### src/rtl/risk_gate_pkg.sv
// risk_gate_pkg: shared request, reason and state types for the pre-trade risk gate
package risk_gate_pkg;
   localparam int CLIENT_W    = 7;
   localparam int CLIENT_MAX  = 121;
   localparam int MAX_ENC_MIN = 2;
   typedef enum logic [1:0] {RSN_OK, RSN_LIMIT, RSN_BADREQ, RSN_TIMEOUT} reason_t;
   typedef struct packed {
      logic [CLIENT_W-1:0] client;
      logic [15:0]         qty;
      logic                set_max;
   } risk_req_t;
   typedef enum logic [2:0] {S_IDLE, S_READ, S_CHECK, S_WRITE, S_RELEASE, S_RESP} state_t;
endpackage

### src/rtl/risk_req_fifo.sv
// risk_req_fifo: request queue; accepts a push while full when a pop frees a slot the same cycle
module risk_req_fifo
   import risk_gate_pkg::*;
#(
   parameter int DEPTH = 4
) (
   input  logic      clk,
   input  logic      rst,
   input  logic      push,
   input  logic      pop,
   input  risk_req_t wdata,
   output risk_req_t rdata,
   output logic      full,
   output logic      empty
);
   localparam int AW = $clog2(DEPTH);
   risk_req_t   mem [DEPTH];
   logic [AW:0] wp, rp;
   logic        do_push, do_pop;
   assign empty   = wp == rp;
   assign full    = wp == {~rp[AW], rp[AW-1:0]};
   assign do_pop  = pop && !empty;
   assign do_push = push && (!full || do_pop);
   assign rdata   = mem[rp[AW-1:0]];
   always_ff @(posedge clk or posedge rst)
      if (rst) begin
         wp <= '0;
         rp <= '0;
      end else begin
         if (do_push) wp <= wp + 1'b1;
         if (do_pop) rp <= rp + 1'b1;
      end
   always_ff @(posedge clk)
      if (do_push) mem[wp[AW-1:0]] <= wdata;
endmodule

### src/rtl/order_risk_gate.sv
// order_risk_gate: queues order/limit requests, checks them against the client's
// {max, accumulated} word and drives one memory write per accepted change.
module order_risk_gate
   import risk_gate_pkg::*;
#(
   parameter int IDX_W      = CLIENT_W,
   parameter int FIFO_DEPTH = 4,
   parameter int WR_TIMEOUT = 15
) (
   input  logic             clk,
   input  logic             rst,
   input  logic             in_valid,
   output logic             in_ready,
   input  logic [IDX_W-1:0] in_client,
   input  logic [15:0]      in_qty,
   input  logic             in_set_max,
   output logic [IDX_W-1:0] mem_rdindex,
   input  logic [31:0]      mem_rddata,
   output logic             mem_rw,
   output logic [31:0]      mem_wdata,
   output logic             mem_change_max,
   input  logic             mem_written,
   output logic             res_valid,
   input  logic             res_ready,
   output logic             res_accepted,
   output logic [1:0]       res_reason,
   output logic [IDX_W-1:0] res_client,
   output logic [15:0]      res_headroom
);
   localparam int CW = $clog2(WR_TIMEOUT + 1);
   state_t        state, nxt;
   risk_req_t     req_in, head, cur;
   logic [31:0]   rd;
   logic [CW-1:0] cnt;
   logic          full, empty, pop, bad, over, wr, wr_done, tmo;
   logic [15:0]   mx, acc;
   logic [16:0]   sum;
   assign req_in   = '{client: in_client, qty: in_qty, set_max: in_set_max};
   assign pop      = state == S_IDLE && !empty;
   assign in_ready = !full || pop;
   risk_req_fifo #(.DEPTH(FIFO_DEPTH)) u_fifo (
      .clk(clk), .rst(rst), .push(in_valid && in_ready), .pop(pop),
      .wdata(req_in), .rdata(head), .full(full), .empty(empty)
   );
   assign mx      = rd[31:16];
   assign acc     = rd[15:0];
   assign sum     = {1'b0, acc} + {1'b0, cur.qty};
   assign bad     = cur.client > CLIENT_W'(CLIENT_MAX) || (cur.set_max && cur.qty < 16'(MAX_ENC_MIN));
   assign over    = !cur.set_max && cur.qty != '0 && sum > {1'b0, mx};
   assign wr      = !bad && !over && (cur.set_max || cur.qty != '0);
   // a written level left over from the previous write is ignored in the first WRITE cycle
   assign wr_done = cnt != '0 && mem_written;
   assign tmo     = cnt == CW'(WR_TIMEOUT - 1);
   always_ff @(posedge clk or posedge rst)
      if (rst) state <= S_IDLE;
      else state <= nxt;
   always_comb begin
      nxt = state;
      case (state)
         S_IDLE:    nxt = pop ? S_READ : S_IDLE;
         S_READ:    nxt = S_CHECK;
         S_CHECK:   nxt = wr ? S_WRITE : S_RESP;
         S_WRITE:   nxt = wr_done || tmo ? S_RELEASE : S_WRITE;
         S_RELEASE: nxt = S_RESP;
         S_RESP:    nxt = res_ready ? S_IDLE : S_RESP;
         default:   nxt = S_IDLE;
      endcase
   end
   always_ff @(posedge clk or posedge rst)
      if (rst) begin
         cur            <= '0;
         rd             <= '0;
         cnt            <= '0;
         mem_rdindex    <= '0;
         mem_rw         <= 1'b0;
         mem_wdata      <= '0;
         mem_change_max <= 1'b0;
         res_valid      <= 1'b0;
         res_accepted   <= 1'b0;
         res_reason     <= RSN_OK;
         res_client     <= '0;
         res_headroom   <= '0;
      end else begin
         res_valid <= nxt == S_RESP;
         if (pop) begin
            cur         <= head;
            mem_rdindex <= head.client;
         end
         if (state == S_READ) rd <= mem_rddata;
         if (state == S_CHECK) begin
            cnt            <= '0;
            mem_rw         <= wr;
            mem_change_max <= wr && cur.set_max;
            if (wr) mem_wdata <= cur.set_max ? {cur.qty, 16'h0} : {16'h0, cur.qty};
            res_accepted   <= !bad && !over;
            res_reason     <= bad ? RSN_BADREQ : over ? RSN_LIMIT : RSN_OK;
            res_client     <= cur.client;
            res_headroom   <= bad || cur.set_max ? 16'h0 : over ? mx - acc : mx - sum[15:0];
         end
         if (state == S_WRITE) begin
            cnt <= cnt + 1'b1;
            if (wr_done || tmo) begin
               mem_rw         <= 1'b0;
               mem_change_max <= 1'b0;
            end
            if (!wr_done && tmo) begin
               res_accepted <= 1'b0;
               res_reason   <= RSN_TIMEOUT;
               res_headroom <= 16'h0;
            end
         end
      end
endmodule

### config.mk
export PLATFORM = sky130hd
export DESIGN_NAME = order_risk_gate
export DESIGN_NICKNAME = d
export VERILOG_FILES = /design/src/rtl/risk_gate_pkg.sv /design/src/rtl/risk_req_fifo.sv /design/src/rtl/order_risk_gate.sv
export SDC_FILE = /design/constraint.sdc
export NUM_CORES = 1
export LEC_CHECK = 0
export BUFFER_PORTS_ARGS = -buffer_cell sky130_fd_sc_hd__buf_2
export CAP_MARGIN = 20
export CORE_MARGIN = 2
export CORE_UTILIZATION = 49
export DETAILED_ROUTE_END_ITERATION = 10
export PLACE_DENSITY = 0.73
export SYNTH_ARGS = -nofsm -noshare
export SYNTH_HDL_FRONTEND = slang
export SYNTH_SLANG_ARGS = --single-unit
### constraint.sdc
create_clock -name clk -period 8 [get_ports clk]
set_input_delay 1.2 -clock clk [delete_from_list [all_inputs] [get_ports clk]]
set_output_delay 1.2 -clock clk [all_outputs]
set_load 0.05 [all_outputs]
---- Yosys cells after proc, flatten, opt, wreduce, memory -nomap -nowiden ----
Memory sizes are Yosys's and may differ from the RTL's. A register that Yosys moved wholly into a read port is not among the register bits.
Index checks and enable logic that the tools add are counted.
cells by class
  $add $sub $neg .......................... 6
  multiplexer cells ....................... 29
  order comparisons ....................... 3
  reductions and logical operators ........ 29
  bitwise gates (word level) .............. 1
  equal/unequal tests ..................... 9
operators with widths
  operator             count
  $mux 16              5
  $mux 32              1
  $sub 16x16->16       2
  $pmux 3 s6           1
  $add 16x16->17       1
  $gt 17x16->1         1
  $lt 16x2->1 const B  1
  $reduce_bool 16->1   1
  $mux 1               13
  $logic_and 1x1->1    12
  $eq 3x3->1 const B   3
  $mux 3               3
  $mux 2               4
  $mux 4               2
  $gt 7x7->1 const B   1
  $add 3x1->3 const B  2
  $eq 3x2->1 const B   2
  $eq 3x3->1           2
  $logic_not 1->1      6
  $logic_or 1x1->1     6
  $add 4x1->4 const B  1
  $eq 4x4->1 const B   1
  $reduce_bool 4->1    1
  $eq 3x1->1 const B   1
  other kinds (4)      4
storage, ports and cells
  logic and storage cells ................. 91
  input port bits ......................... 61
  register bits after elaboration ......... 106
  RAM bits ................................ 96
  memories ................................ 1
memory list
  name        words  bits a word  rd ports  clocked after memory_dff  write ports  line                 RTL
  u_fifo.mem  4      24           1         1                         1            risk_req_fifo.sv:17  risk_req_t mem [DEPTH];

---- Longest topological paths before layout ----
Gate-level depths: netlist of the first run.
  depth after elaboration ................. 10
  depth in mapped cells ................... 30
  depth with buffers taken out ............ 30

---- By module ----
A second synthesis of the first run with hierarchy kept.
unflattened totals
  cells, all modules ...................... 789
  area, all modules ....................... 10767.8 um^2
by module, submodules not included
  module           cells each  times used  area an instance (um^2)
  order_risk_gate  627         1           6842.8
  risk_req_fifo    162         1           3925.0

---- Worst setup path before layout of the first run ----
No wires, ideal clock.
  path type ............................... register to register
  start point ............................. register cur[1] in the netlist's numbering
  end point ............................... register res_headroom[15]
  setup slack ............................. 2.298 ns
  data arrival time ....................... 5.580 ns
  stages on the path, launching flop included .. 30
  period minus slack after synthesis ...... 5.702 ns
  library setup time ...................... 0.122 ns
  path buffers ............................ 1
  cell sequence ........................... dfrtp_1 ha_1 inv_1 fa_1 and2b_1 o31ai_2 a21oi_2 a21oi_1 nand2_1 a21oi_1 xnor2_1 ha_1 a21o_1 a21oi_1 o211ai_1 a22oi_4 o211ai_1 nand2_2 buf_2 o21ai_0 ha_1 nor2b_1 o21ai_1 o221a_2 o2bb2ai_1 a21oi_2 a21oi_1 a211oi_2 xnor3_1 a32o_1
on the way
  word-level cells in the longest chain between the ends .. 8
  elaborated cells between the ends (all ways) .. 15
RTL lines
  element                                                line                                          RTL
  from (decl)                                            order_risk_gate.sv:32                         risk_req_t req_in, head, cur;
  from (signal assigned)                                 order_risk_gate.sv:71                         cur <= '0;
  from (signal assigned)                                 order_risk_gate.sv:86                         cur <= head;
  $add 16x16->17 (tied with other cells)                 order_risk_gate.sv:47                         assign sum = {1'b0, acc} + {1'b0, cur.qty};
  $gt 17x16->1 (tied with other cells)                   order_risk_gate.sv:49                         assign over = !cur.set_max && cur.qty != '0 && sum > {1'b0, mx};
  $logic_and 1x1->1 or $logic_or 1x1->1 (tied branches)  order_risk_gate.sv:49, order_risk_gate.sv:48
  $mux 16 or $logic_or 1x1->1 (tied branches)            order_risk_gate.sv:98                         res_headroom <= bad || cur.set_max ? 16'h0 : over ? mx - acc : mx - sum[15:0];
  $mux 16 *                                              order_risk_gate.sv:98
  $mux 16 *                                              order_risk_gate.sv:90                         if (state == S_CHECK) begin
  $mux 16                                                order_risk_gate.sv:106                        if (!wr_done && tmo) begin
  $mux 16 *                                              order_risk_gate.sv:100                        if (state == S_WRITE) begin
  to (signal assigned)                                   order_risk_gate.sv:98
  to (decl)                                              order_risk_gate.sv:28                         output logic [15:0] res_headroom
Mark *: on every way between the ends. The rest lies on a longest branch, timed or not.
A chain may end at the register's enable or synchronous reset.

---- Worst setup path after layout of the first run ----
  start point ............................. register cur[2] in the netlist's numbering
  end point ............................... register res_headroom[14]
The elaborated chain is that of the path after synthesis.

==> metrics.txt, run 1 <==
# TYPE chip_impl_metric gauge
chip_impl_info{name="outcome",value="finished clean"} 1
chip_impl_metric{name="hold_depth",unit=""} 2
chip_impl_metric{name="tritoncts_num_sinks",unit=""} 226
chip_impl_metric{name="cp_slowest_stage_delay",unit="ps"} 430
chip_impl_metric{name="synthesis.area",unit="sq um"} 10600
chip_impl_info{name="rsz0062_at_grt",value="false"} 1
chip_impl_metric{name="clkLatencyLatePin",unit="ps"} 540
chip_impl_metric{name="timing.final.hold_violations",unit=""} 0
chip_impl_metric{name="hold_buffers",unit=""} 0
chip_impl_metric{name="finalNetCount",unit=""} 1046
chip_impl_metric{name="avgViaCountPerCell",unit=""} 5.56
chip_impl_metric{name="path_max_fanout",unit=""} 19
chip_impl_metric{name="layout-drive-gt1-share",unit=""} 0.286
chip_impl_metric{name="synth_largest_type_area_fraction",unit=""} 0.308
chip_impl_metric{name="num_antenna_cells",unit=""} 0
chip_impl_metric{name="netlist-cell-type-count",unit=""} 64
chip_impl_metric{name="number_of_h_tree_levels",unit=""} 1
chip_impl_metric{name="r2r.worst_path.cells",unit=""} 28
chip_impl_info{name="timing.critical_path.from_type",value="register"} 1
chip_impl_info{name="reg2reg_from",value="cur[2]$_DFFE_PP0P_"} 1
chip_impl_metric{name="placedCellCount",unit=""} 1175
chip_impl_info{name="worst_hold_startpoint",value="res_client[0]$_DFFE_PP0N_"} 1
chip_impl_metric{name="critical_path_buf_inv_count",unit=""} 1
chip_impl_metric{name="layout.filler_cells",unit=""} 1717
chip_impl_metric{name="setup-violations-final",unit=""} 0
chip_impl_metric{name="synthCells",unit=""} 795
chip_impl_info{name="cpMaxStageDelayCell",value="dfrtp_1"} 1
chip_impl_metric{name="track_usage",unit=""} 0.207
chip_impl_metric{name="drt_pre_antenna_iters",unit=""} 5
chip_impl_metric{name="post_synth.cell_area_avg",unit="sq um"} 13.3
chip_impl_metric{name="io_pins",unit=""} 130
chip_impl_metric{name="layout_setup_ws",unit="ps"} 1460
chip_impl_metric{name="synthesis.nets",unit=""} 913
chip_impl_metric{name="yosys_warnings",unit=""} 0
chip_impl_info{name="criticalPathCategory",value="register to register"} 1
chip_impl_metric{name="coreArea",unit="sq um"} 21100
chip_impl_metric{name="max_slew_margin",unit=""} 0.460
chip_impl_metric{name="drt_drc_violations_left",unit=""} 0
chip_impl_metric{name="path_clk_slew",unit="ps"} 60
chip_impl_info{name="yosysMostFrequentCell",value="dfrtp_1"} 1
chip_impl_info{name="tritoncts_clock_tree",value="yes"} 1
chip_impl_metric{name="finalWirelength",unit="um"} 22900
chip_impl_metric{name="min_period",unit="ps"} 6540
chip_impl_metric{name="post_cts_resized",unit=""} 0
chip_impl_metric{name="cap_violations",unit=""} 0
chip_impl_metric{name="layout_worst_path_cycle_share",unit=""} 0.817
chip_impl_metric{name="synth_seq_area_share",unit=""} 0.580
chip_impl_metric{name="die_h",unit="um"} 151
chip_impl_metric{name="placement.io_buffers",unit=""} 129
chip_impl_metric{name="drtAntennaViolNets",unit=""} 0
chip_impl_metric{name="cts_setup_buffers",unit=""} 0
chip_impl_metric{name="ctsLongestPathBuffers",unit=""} 3
chip_impl_metric{name="cts_made_buffers",unit=""} 25
chip_impl_info{name="worstHoldEndpoint",value="res_client[0]$_DFFE_PP0N_"} 1
chip_impl_metric{name="die_area",unit="sq um"} 22800
chip_impl_metric{name="final_cells",unit=""} 1222
chip_impl_metric{name="die-width",unit="um"} 151
chip_impl_metric{name="grt_max_degree",unit=""} 78
chip_impl_metric{name="fin_worst_hold_slack",unit="ps"} 478
chip_impl_metric{name="r2r_setup_slack",unit="ps"} 1460
chip_impl_metric{name="clock_skew",unit="ps"} 13.1
chip_impl_metric{name="grt_pass1_vias",unit=""} 6747
chip_impl_metric{name="finalWeightedCongestion",unit=""} 0.845
chip_impl_info{name="hold_path.class",value="register to register"} 1
chip_impl_metric{name="synthToLayoutAreaGrowth",unit="%"} 17.4
chip_impl_info{name="synthFlopType",value="dfrtp_1"} 1
chip_impl_metric{name="globalRoute.totalOverflow",unit=""} 0
chip_impl_info{name="post_synth_most_frequent_cells",value="130 x dfrtp_1, 96 x edfxtp_1, 59 x nand2_1"} 1
chip_impl_metric{name="synth-async-reset-ratio",unit=""} 0.575
chip_impl_metric{name="dr_total_vias",unit=""} 6798
chip_impl_info{name="netlist.top_cell.by_area",value="dfrtp_1"} 1
chip_impl_metric{name="detailed_place_hpwl",unit="um"} 16000
chip_impl_metric{name="worst-endpoint-required",unit="ps"} 8420
chip_impl_metric{name="first_pass_grt_wire_length",unit="um"} 36700
chip_impl_metric{name="synth-edff-count",unit=""} 96
chip_impl_info{name="path_delay_family",value="compound AO/OA/AOI/OAI gates"} 1
chip_impl_metric{name="rows",unit=""} 53
chip_impl_metric{name="drt_iter0_drc",unit=""} 386
chip_impl_metric{name="clock.fmax",unit="MHz"} 153
chip_impl_metric{name="slew_violations",unit=""} 0
chip_impl_info{name="worst_setup_path_startpoint",value="cur[2]$_DFFE_PP0P_"} 1
chip_impl_metric{name="avgRoutedWirePerCell",unit="um"} 18.8
chip_impl_metric{name="antenna_found_initial",unit=""} 0
chip_impl_info{name="cts-root-buf",value="clkbuf_16"} 1
chip_impl_metric{name="dp_slack",unit="ps"} 1550
chip_impl_info{name="netlist_top_cells_area",value="dfrtp_1 31%, edfxtp_1 27%, ha_1 6.5%"} 1
chip_impl_metric{name="initial_utilization",unit=""} 0.502
chip_impl_metric{name="tns",unit="ps"} 0
chip_impl_info{name="cp-end-kind",value="register"} 1
chip_impl_metric{name="crit_arrival",unit="ps"} 6960
chip_impl_metric{name="tightestPinTransition",unit="ps"} 807
chip_impl_metric{name="synth.ff_latch_count",unit=""} 226
chip_impl_info{name="crit-reg2reg-capture",value="res_headroom[14]$_DFF_PP0_"} 1
[sequential cells by signal, summed over array words and instances, names as in the netlist]
register	flops
mem_change_max	1
res_client	7
res_reason	2
u_fifo.mem	96
mem_wdata	32
cur	24
mem_rw	1
u_fifo.rp	3
state	3
rd	32
res_headroom	16
cnt	4
res_accepted	1
res_valid	1
u_fifo.wp	3
[layer usage]
layer | wire length [um] | vias to the layer above | global-route usage
li1 | - | 3219 | -
met1 | 10300 | 3292 | 0.303
met2 | 10500 | 241 | 0.324
met3 | 1500 | 46 | 0.0322
met4 | 670 | 0 | 0.0612
met5 | 0 | - | 0
[logic make-up (layout without fill, tap and decap cells)]
group,Yosys count,count (layout),share of synthesized area
AOI/OAI and AO/OA,169,169,0.113
xor gates and xnor gates,34,34,0.0295
adders and majority gates,57,57,0.0688
buffers and inverters,76,228,0.0319
DFF,226,226,0.580
muxes,78,78,0.107
and+or+nand+nor,155,155,0.0699
[layout by cell type (no fill, tap or decap), types with 5 or more instances in the layout]
cell type,instances
mux4_2,24
ha_1,55
nand2_1,59
mux2i_1,14
and3_1,6
nand4_1,5
dfrtp_1,130
xnor2_1,23
o21ai_0,37
a21oi_1,31
inv_1,38
edfxtp_1,96
mux2_2,40
clkbuf_16,27
nand3_1,8
a21o_1,10
xor2_1,10
nor3_1,10
buf_4,13
nor2_1,35
o211ai_1,6
clkbuf_8,5
a22oi_1,14
nand2b_1,8
buf_2,129
a22o_1,31
[layout make-up]
type | instances | area [sq um] | area share
inverter | 39 | 149 | 0.0120
multi-input combinational | 493 | 4120 | 0.332
clock buffer | 33 | 748 | 0.0603
sequential | 226 | 6140 | 0.494
tap | 275 | 344 | 0.0277
clock inverter | 13 | 148 | 0.0119
timing repair buffer | 143 | 771 | 0.0621
[through the flow]
| step | area [sq um] | util |
|---|---|---|
| final | 12400 | 0.589 |
| after global routing | 12400 | 0.589 |
| after CTS | 12400 | 0.587 |
| after detailed placement | 11500 | 0.545 |
| after global placement | 11500 | 0.545 |
| after floorplan | 10600 | - |
[how the worst max path moves through the flow]
stage                                            end  depth (start not counted)
final                     res_headroom[14]$_DFF_PP0_                         28
after CTS                 res_headroom[14]$_DFF_PP0_                         28
after global placement    res_headroom[14]$_DFF_PP0_                         28
after detailed placement  res_headroom[14]$_DFF_PP0_                         28
after global routing      res_headroom[12]$_DFF_PP0_                         28
after floorplan           res_headroom[15]$_DFF_PP0_                         29
[worst min-delay path: stages (launching register included)]
cell and delay (ps):
dfrtp_1 340, nand2_1 50, nand2_1 60
Power of run 1 is left out: the tool's default activity adds up to more than one toggle a clock period on the data nets, which glitch-free logic cannot reach.
==> inputs of run 2 (changes only) <==
Settings changed: PLACE_DENSITY 0.73 to 0.76.
Clock period 8 ns to 5.6 ns, I/O delays scaled along.
==> run 2 against run 1 <==
  * Non-clock buffer count up 59
  * Global-route usage rose by 0.54 points
  * Utilization rose by 2.1 points
  * Clock-buffer cell count rose by 2
  * Critical path depth is 3 higher
  * First-iteration DRC count fell by 13%
  * Maximum frequency up 18%
  * Sequential share of layout area decreased by 1.7 points
  * Setup slack worse by 1400 ps
  * Wire length increased by 5.7%
  * Design area up 3.6%
  * Cell count grew 4.7%
  * Critical endpoint unchanged
==> metrics.txt, run 2 (synthesized netlist as in run 1, its figures left out) <==
# TYPE chip_impl_metric gauge
chip_impl_info{name="worst_setup_path_startpoint",value="cur[2]$_DFFE_PP0P_"} 1
chip_impl_metric{name="drt_pre_antenna_iters",unit=""} 4
chip_impl_metric{name="r2r_setup_slack",unit="ps"} 70
chip_impl_metric{name="drtAntennaViolNets",unit=""} 0
chip_impl_metric{name="setup-violations-final",unit=""} 0
chip_impl_metric{name="path_max_fanout",unit=""} 4
chip_impl_metric{name="antenna_found_initial",unit=""} 0
chip_impl_info{name="cpMaxStageDelayCell",value="dfrtp_1"} 1
chip_impl_metric{name="die_area",unit="sq um"} 22800
chip_impl_metric{name="worst-endpoint-required",unit="ps"} 6020
chip_impl_metric{name="placement.io_buffers",unit=""} 129
chip_impl_metric{name="finalWeightedCongestion",unit=""} 0.909
chip_impl_metric{name="slew_violations",unit=""} 0
chip_impl_metric{name="synthToLayoutAreaGrowth",unit="%"} 21.6
chip_impl_metric{name="fin_worst_hold_slack",unit="ps"} 474
chip_impl_info{name="crit-reg2reg-capture",value="res_headroom[14]$_DFF_PP0_"} 1
chip_impl_info{name="rsz0062_at_grt",value="true"} 1
chip_impl_info{name="outcome",value="finished clean"} 1
chip_impl_metric{name="crit_arrival",unit="ps"} 5950
chip_impl_metric{name="detailed_place_hpwl",unit="um"} 16800
chip_impl_metric{name="clkLatencyLatePin",unit="ps"} 540
chip_impl_metric{name="ctsLongestPathBuffers",unit=""} 3
chip_impl_info{name="criticalPathCategory",value="register to register"} 1
chip_impl_metric{name="layout_worst_path_cycle_share",unit=""} 0.988
chip_impl_metric{name="initial_utilization",unit=""} 0.502
chip_impl_metric{name="avgViaCountPerCell",unit=""} 5.55
chip_impl_metric{name="die-width",unit="um"} 151
chip_impl_metric{name="cp_slowest_stage_delay",unit="ps"} 390
chip_impl_metric{name="first_pass_grt_wire_length",unit="um"} 37800
chip_impl_metric{name="clock_skew",unit="ps"} 11.2
chip_impl_metric{name="finalWirelength",unit="um"} 24200
chip_impl_info{name="most_frequent_standard_cell_in_the_layout_excluding_fill_and_tap_cells",value="dfrtp_1"} 1
chip_impl_info{name="timing.critical_path.from_type",value="register"} 1
chip_impl_metric{name="io_pins",unit=""} 130
chip_impl_metric{name="num_antenna_cells",unit=""} 0
chip_impl_info{name="critical_path.most_common_cell",value="a21oi_2"} 1
chip_impl_metric{name="die_h",unit="um"} 151
chip_impl_metric{name="tritoncts_num_sinks",unit=""} 226
chip_impl_info{name="tritoncts_clock_tree",value="yes"} 1
chip_impl_metric{name="grt_max_degree",unit=""} 74
chip_impl_metric{name="drt_iter0_drc",unit=""} 337
chip_impl_metric{name="dr_total_vias",unit=""} 7100
chip_impl_metric{name="post-route-util",unit=""} 0.610
chip_impl_metric{name="max_slew_margin",unit=""} 0.395
chip_impl_info{name="hold_path.class",value="register to register"} 1
chip_impl_metric{name="layout-drive-gt1-share",unit=""} 0.347
chip_impl_metric{name="largest_register_ffs",unit=""} 96
chip_impl_metric{name="number_of_h_tree_levels",unit=""} 1
chip_impl_info{name="layout.cells.most_common_list",value="130 x dfrtp_1, 129 x buf_2, 96 x edfxtp_1"} 1
chip_impl_info{name="reg2reg_from",value="cur[2]$_DFFE_PP0P_"} 1
chip_impl_metric{name="path_clk_slew",unit="ps"} 60
chip_impl_metric{name="cts_made_buffers",unit=""} 25
chip_impl_metric{name="rows",unit=""} 53
chip_impl_metric{name="cap_violations",unit=""} 0
chip_impl_metric{name="avgRoutedWirePerCell",unit="um"} 18.9
chip_impl_metric{name="min_period",unit="ps"} 5530
chip_impl_metric{name="tightestPinTransition",unit="ps"} 907
chip_impl_metric{name="track_usage",unit=""} 0.213
chip_impl_info{name="cts-root-buf",value="clkbuf_16"} 1
chip_impl_metric{name="r2r.worst_path.cells",unit=""} 31
chip_impl_metric{name="coreArea",unit="sq um"} 21100
chip_impl_metric{name="drt_drc_violations_left",unit=""} 0
chip_impl_info{name="endpoint",value="res_headroom[14]$_DFF_PP0_"} 1
chip_impl_metric{name="grt_pass1_vias",unit=""} 7080
chip_impl_metric{name="finalNetCount",unit=""} 1105
chip_impl_metric{name="clock.fmax",unit="MHz"} 181
chip_impl_metric{name="timing.final.hold_violations",unit=""} 0
chip_impl_info{name="cp-end-kind",value="register"} 1
chip_impl_metric{name="globalRoute.totalOverflow",unit=""} 0
run 2: cell types whose count changed in the layout (fill, tap and decap cells not counted), moves of 3 or more:
cell	delta
o21ai_0	-3
clkbuf_1	+8
ha_1	-3
xnor2_2	+3
clkbuf_8	-4
a21oi_2	+8
xnor2_1	-3
a21oi_1	-9
buf_4	+60
run 2: per-stage QoR:
| stage | setup TNS (ps) | setup slack (ps) | instances | cell area [sq um] |
|---|---|---|---|---|
| 6_report | 0 | 68.6 | 1280 | 12900 |
| 5_1_grt | -762 | -210 | 1280 | 12900 |
| 4_1_cts | 0 | 10.3 | 1271 | 12700 |
| 3_5_place_dp | -547 | -172 | 1221 | 11800 |
| 3_3_place_gp | -89.9 | -43.7 | 1221 | 11800 |
| 2_1_floorplan | 0 | 1.00 | 795 | 10600 |
run 2: worst max-delay path, delay by kind of cell, from the launching register on:
family,cells,cell delay (ps)
compound gates,17,2710
xor+xnor,2,250
fa+ha+maj,4,1010
buf+inv,4,420
flops,1,390
mux,1,170
simple gates,3,450
run 2: final cells by class:
type / instances / area (sq um)
Fill cell: 1650 / 8220
Sequential cell: 226 / 6140
Multi-Input combinational cell: 493 / 4280
Timing Repair Buffer: 202 / 1190
Clock buffer: 35 / 673
Tap cell: 275 / 344
Inverter: 39 / 149
Clock inverter: 10 / 92.6
run 2: worst min-delay path by stage:
stage,slack [ps],start,depth (start not counted),end
after global placement,450,res_client[5]$_DFFE_PP0N_,2,res_client[5]$_DFFE_PP0N_
after CTS,480,res_client[4]$_DFFE_PP0N_,2,res_client[4]$_DFFE_PP0N_
after global routing,500,res_client[4]$_DFFE_PP0N_,2,res_client[4]$_DFFE_PP0N_
final,470,res_client[6]$_DFFE_PP0N_,2,res_client[6]$_DFFE_PP0N_
after floorplan,460,cur[17]$_DFFE_PP0P_,2,res_client[0]$_DFFE_PP0N_
after detailed placement,460,res_client[0]$_DFFE_PP0N_,2,res_client[0]$_DFFE_PP0N_
run 2: routing by layer:
layer | wire length (um) | track usage | part of all wire | up-vias
met5 | 0 | 0 | 0 | -
met4 | 641 | 0.0579 | 0.026 | 0
met3 | 1410 | 0.0346 | 0.058 | 36
met2 | 11300 | 0.346 | 0.47 | 231
met1 | 10800 | 0.300 | 0.45 | 3505
li1 | - | - | - | 3328
run 2: repair_timing:
| item | CTS | global route |
|---|---|---|
| hold buffers | 0 | 0 |
| endpoints found under the hold margin | 0 | 0 |
| resized for setup | 13 | 25 |
| pin swaps | 17 | 49 |
| setup endpoints to repair | 5 | 8 |
| setup buffers | 5 | 10 |
Power of run 2 is left out for the same reason.
